$ cat src/rtl/run_detect_if.sv
// Handshake bundle for the run-length detector: sample controls in, run status out.
// Widths follow the same RUN_LEN / CNT_W parameters as the detector that uses it.
interface run_detect_if #(
  parameter int RUN_LEN = 4,
  parameter int CNT_W   = 8
) ();
  localparam int RW = $clog2(RUN_LEN + 1);
  localparam int SW = $clog2(2 * RUN_LEN + 1);

  logic          en;
  logic          w;
  logic          clr;
  logic          mealy;
  logic          z;
  logic          last_bit;
  logic [RW-1:0] run_len;
  logic [CNT_W-1:0] hit_cnt;
  logic [SW-1:0] state_code;

  modport master (
    output en, w, clr, mealy,
    input  z, last_bit, run_len, hit_cnt, state_code
  );

  modport slave (
    input  en, w, clr, mealy,
    output z, last_bit, run_len, hit_cnt, state_code
  );
endinterface

$ cat src/rtl/run_detect_fsm.sv
// Run-length detector: flags when RUN_LEN identical qualified samples of either
// polarity have been seen, with Moore/Mealy output select and a saturating hit counter.
module run_detect_fsm #(
  parameter int RUN_LEN = 4,
  parameter int CNT_W   = 8
) (
  input  logic       clk,
  input  logic       rst_n,
  run_detect_if.slave bus
);
  localparam int RW = $clog2(RUN_LEN + 1);
  localparam int SW = $clog2(2 * RUN_LEN + 1);
  localparam logic [RW-1:0]    RUN_MAX = RW'(RUN_LEN);
  localparam logic [RW-1:0]    RUN_ONE = RW'(1);
  localparam logic [SW-1:0]    ONE_OFS = SW'(RUN_LEN);
  localparam logic [CNT_W-1:0] HIT_MAX = '1;

  typedef enum logic {S_IDLE, S_RUN} state_t;

  state_t           state_reg, state_next;
  logic [RW-1:0]    run_reg, run_next;
  logic             last_reg, last_next;
  logic [CNT_W-1:0] hit_reg, hit_next;

  always_ff @(posedge clk or negedge rst_n) begin
    if (!rst_n) begin
      state_reg <= S_IDLE;
      run_reg   <= '0;
      last_reg  <= 1'b0;
      hit_reg   <= '0;
    end else begin
      state_reg <= state_next;
      run_reg   <= run_next;
      last_reg  <= last_next;
      hit_reg   <= hit_next;
    end
  end

  always_comb begin
    state_next = state_reg;
    run_next   = run_reg;
    last_next  = last_reg;
    hit_next   = hit_reg;

    if (bus.clr) begin
      state_next = S_IDLE;
      run_next   = '0;
      last_next  = 1'b0;
      hit_next   = '0;
    end else if (bus.en) begin
      case (state_reg)
        S_IDLE: begin
          state_next = S_RUN;
          run_next   = RUN_ONE;
          last_next  = bus.w;
        end
        S_RUN: begin
          if (bus.w == last_reg) begin
            if (run_reg != RUN_MAX) run_next = run_reg + 1'b1;
          end else begin
            // a polarity change restarts at length 1, never back to idle
            run_next  = RUN_ONE;
            last_next = bus.w;
          end
        end
        default: state_next = S_IDLE;
      endcase

      // count only the edge that first reaches the threshold
      if (run_reg != RUN_MAX && run_next == RUN_MAX && hit_reg != HIT_MAX)
        hit_next = hit_reg + 1'b1;
    end
  end

  // run_next is already zero under clr and equals run_reg without en; gating keeps
  // the Mealy flag tied to an actually presented sample.
  assign bus.z = bus.mealy ? (bus.en & ~bus.clr & (run_next == RUN_MAX))
                           : (run_reg == RUN_MAX);

  assign bus.run_len    = run_reg;
  assign bus.last_bit   = last_reg;
  assign bus.hit_cnt    = hit_reg;
  assign bus.state_code = (state_reg == S_IDLE) ? '0
                        : (SW'(run_reg) + (last_reg ? ONE_OFS : '0));
endmodule

$ cat src/flat_wrapper.sv
// flat-port wrapper written by rule: the top's interface ports become plain ports
module run_detect_fsm_flat 
#(
  parameter int RUN_LEN = 4,
  parameter int CNT_W   = 8
)
  (clk, rst_n, bus_en, bus_w, bus_clr, bus_mealy, bus_z, bus_last_bit, bus_run_len, bus_hit_cnt, bus_state_code);
  run_detect_if #(.RUN_LEN(RUN_LEN), .CNT_W(CNT_W)) bus_i ();
  input  logic clk;
  input  logic rst_n;
  input wire logic [$bits(bus_i.en)-1:0] bus_en;
  input wire logic [$bits(bus_i.w)-1:0] bus_w;
  input wire logic [$bits(bus_i.clr)-1:0] bus_clr;
  input wire logic [$bits(bus_i.mealy)-1:0] bus_mealy;
  output wire logic [$bits(bus_i.z)-1:0] bus_z;
  output wire logic [$bits(bus_i.last_bit)-1:0] bus_last_bit;
  output wire logic [$bits(bus_i.run_len)-1:0] bus_run_len;
  output wire logic [$bits(bus_i.hit_cnt)-1:0] bus_hit_cnt;
  output wire logic [$bits(bus_i.state_code)-1:0] bus_state_code;
  assign bus_i.en = bus_en;
  assign bus_i.w = bus_w;
  assign bus_i.clr = bus_clr;
  assign bus_i.mealy = bus_mealy;
  assign bus_z = bus_i.z;
  assign bus_last_bit = bus_i.last_bit;
  assign bus_run_len = bus_i.run_len;
  assign bus_hit_cnt = bus_i.hit_cnt;
  assign bus_state_code = bus_i.state_code;
  run_detect_fsm #(.RUN_LEN(RUN_LEN), .CNT_W(CNT_W)) u_core (.clk(clk), .rst_n(rst_n), .bus(bus_i));
endmodule
$ cat config.mk
export PLATFORM = sky130hd
export DESIGN_NAME = run_detect_fsm_flat
export DESIGN_NICKNAME = d
export VERILOG_FILES = /design/src/rtl/run_detect_if.sv /design/src/rtl/run_detect_fsm.sv /design/src/flat_wrapper.sv
export SDC_FILE = /design/constraint.sdc
export NUM_CORES = 1
export LEC_CHECK = 0
export ABC_AREA = 1
export ABC_CLOCK_PERIOD_IN_PS = 1600
export CORE_UTILIZATION = 35
export DETAILED_ROUTE_END_ITERATION = 8
export PLACE_DENSITY = 0.7
export SYNTH_ARGS = -nofsm -noshare
export SYNTH_HDL_FRONTEND = slang
export SYNTH_SLANG_ARGS = --single-unit
export TNS_END_PERCENT = 50
$ cat constraint.sdc
create_clock -name clk -period 1.6 [get_ports clk]
set_input_delay 0.24 -clock clk [delete_from_list [all_inputs] [get_ports clk]]
set_output_delay 0.24 -clock clk [all_outputs]
set_load 0.02 [all_outputs]
==> impl_results.md <==
- Number of synthesized register bits: 13
- Gr ovfl total: 0
- Cell internal pwr: 510 µW
- Actual slew at the worst max-slew pin: 0.254 ns
- GP Congestion: around 0.8
- Clock network fraction of total power: between 20 and 30%
- Failing checks: setup timing
- Max reg flops: 8
- Yosys top cell by area: dfrtp_1
- Max VDD drop: roughly 0.00035 V
- Mean Syn Cell Area: approximately 7.3 µm²
- Worst path slowest cell: dfrtp_2
- Post-Synthesis Cells: roughly 120
- WP data arrival: roughly 1.6 ns
- Avg Vias per Cell: 4.84
- Reg2reg end: u_core.bus.hit_cnt[0]$_DFFE_PN0P_
- Path type of the worst min-delay path: input port to asynchronous set/reset pin
- Layout Utilization: between 60% and 70%
- Starting Density: 36.8%
- Placed cell count: roughly 200
- Buf+Inv Stages, Crit Path: 3
- Clock Skew: between 0.003 and 0.004 ns
- First DRT Iteration DRCs: 8
- Port Buf Inserts: 22
- CP Data Required Time: between 1 and 1.5 ns
- Maxcap violations: 0
- CP startpoint kind: flip-flop
- I/O pins: 23
- Net Sw Frac: between 20 and 30%
- RSZ-0062 raised after global routing: yes
- Vias after detailed routing: 1001
- Final setup vio count: 10
- Area growth syn-to-layout: 70.5%
- Tcrit/Tclk final: 116%
- DRT Pass-1 Iters: 4
- Rows: 18
- Dpl hpwl: approximately 1600 µm
- Share of the synthesized area in the top cell type: between 30% and 40%
- Die area: roughly 2800 µm²
- Final Hold Fails: 0
- Cts bufs inserted: 3
- Worst path max stage delay: roughly 0.4 ns
- Core Area: between 2000 and 2500 µm²
- Synth async-reset ratio: 100%
- Crit-path most repeated cell: nand2_2
- Fmax: ~0.54 GHz
- Sequential share of power: approximately 48%
- Status: complete, but fails checks
- Crit path max-delay family: simple AND/OR/NAND/NOR gates
- Net Sw Power: between 150 and 200 µW
- Drt wl/cell: 12.1 µm
- Synth cell count leaders: nand2_1 (34), nand3_1 (24), inv_1 (16)
- # DRC: 0
- Main synth FF type: dfrtp_1
- Nets: ~190
- Initial antenna violation count: 0
- Vias in the first global route: around 950
- Crit path cell chain: inv_2, ha_4, buf_6, nand3_2, nand2_2, nand3_2, nand2_2, nor2_1, nand2_1, nand2_2, buf_6
- Setup crit end kind: output pin
- Clock sinks: 13
- Slew HR: 83.0%
- Slew Limit Fails: 0
- Syn Nets: between 100 and 150
- Largest net degree at the start of global routing: 19
- Leak pwr: around 0.95 nW
- Yosys cell types: 20
- R2R depth: 11
- Critical R2R Launch: u_core.bus.run_len[0]$_DFF_PN0_
- Synth warnings: 0
- Power per Cell Area: 457 nW/µm²
- Place WS: -0.569 ns
- First-pass GRT wire length: a little under 4000 µm
- GR Util All Layers: between 10% and 20%
- WS Path Type: flip-flop to output pin
- Post-DRT Antenna Nets: 0
- Clock Tree Root: clkbuf_4
- Clk buf depth: 2
- H-tree depth: 1
- Area contributors post-synth: dfrtp_1 (36%), nand2_1 (14%), nand3_1 (13%), inv_1 (6.6%), ha_1 (5.5%)
- Power Total: just over 700 µW
- Worst skew pair latency: 0.28 ns
- Sequential area share after synthesis: about 36%
- Worst setup margin: -0.259 ns
- Clock transition at path regs: about 0.08 ns
- Worst Hold Margin: between 0.2 and 0.3 ns
- TritonCTS clock tree: done
- Most common cell in the synthesized netlist: nand2_1
- WL final: 2510 µm
- Share of cells above drive strength 1: 38.4%
- Critical path peak fanout: 2
- Tmin final: 1.86 ns
- Number of synthesized flops with an enable pin: 0
- CTS Hold Buffers Added: 0
- FF-to-FF setup slack: -0.12 ns
- Synthesized cell area: around 910 µm²
- Finished Layout Cells: 207
- Comb pwr share: 23.3%
- Diode count: 0
- Chip height: between 50 and 60 µm
- Die width: approximately 53 µm
-- cell usage in the layout (no fill, tap or decap) --
cell,count
clkinv_1,1
nand3_1,13
nand2_4,1
ha_2,1
nand2_1,30
ha_4,2
clkbuf_4,3
nor2_8,1
dlymetal6s2s_1,7
dfrtp_1,11
dfrtp_2,2
inv_1,13
clkbuf_1,1
xor2_4,1
a22o_1,1
buf_6,5
nand3_4,1
nand2_2,7
dlygate4sd2_1,7
nand3_2,11
inv_2,4
o21a_1,1
nor2_4,2
nor3_1,1
nor2_1,9
o21ai_0,1
xor2_1,3
buf_4,25
nand4_4,1
ha_1,1
buf_2,1
clkdlybuf4s50_1,5
nand3b_1,4
-- metal layers --
| layer | part of all wire [%] | global-route usage, % |
|---|---|---|
| met3 | 5.6 | 4.89 |
| met5 | 0 | 0 |
| met1 | 39 | 20.0 |
| met2 | 52 | 35.2 |
| met4 | 2.9 | 11.0 |
-- power by group through the flow --
stage | registers [mW] | logic [mW] | clock network, mW
after CTS | 0.338 | 0.156 | 0.213
after floorplan | 0.353 | 0.0503 | 0
final | 0.338 | 0.166 | 0.206
after detailed placement | 0.344 | 0.137 | 0
after global placement | 0.344 | 0.135 | 0
after global routing | 0.338 | 0.178 | 0.231
-- worst max-delay path by stage --
stage          slack, ns  cells after the start                            start     to
2_1_floorplan      0.003                      8  u_core.bus.run_len[0]$_DFF_PN0_  bus_z
3_3_place_gp       -0.55                      9                            bus_w  bus_z
3_5_place_dp       -0.57                      9                            bus_w  bus_z
4_1_cts            -0.24                     11  u_core.bus.run_len[0]$_DFF_PN0_  bus_z
5_1_grt            -0.34                     11  u_core.bus.run_len[0]$_DFF_PN0_  bus_z
6_report           -0.26                     11  u_core.bus.run_len[0]$_DFF_PN0_  bus_z
-- layout make-up --
cell class,count,area (µm²)
multi-input combinational,92,646
fill,231,925
timing repair buffer,50,448
tap,30,37.5
inverter,18,67.6
clock buffer,4,26.3
sequential,13,328
-- repair_timing --
| action | CTS | global route |
|---|---|---|
| endpoints found under the hold margin | 0 | 0 |
| endpoints found under the setup margin | 17 | 15 |
| pin swaps | 11 | 6 |
| resized for setup | 40 | 17 |
| gates cloned | 0 | 0 |
| setup buffers | 7 | 1 |
-- metrics by stage --
| step | setup TNS [ns] | instance area (µm²) |
|---|---|---|
| 2_1_floorplan | 0 | 918 |
| 3_3_place_gp | -1.23 | 1320 |
| 3_5_place_dp | -1.56 | 1320 |
| 4_1_cts | -0.588 | 1480 |
| 5_1_grt | -2.00 | 1550 |
| 6_report | -1.11 | 1550 |
-- kinds of logic after synthesis --
logic type,after synthesis,share of synthesized area [%]
flops,13,35.7
simple gates,81,44.6
buf+inv,19,7.97
fa+ha+maj,4,5.49
compound gates,3,2.34
xor+xnor,4,3.85
-- worst reg2reg max path: cells and delay by family, from the launching register on --
kind | cells | cell delay [ns]
fa+ha+maj | 1 | 0.16
simple gates | 7 | 0.70
buf+inv | 3 | 0.35
flops | 1 | 0.41
Power figures use the tool's default switching activity.
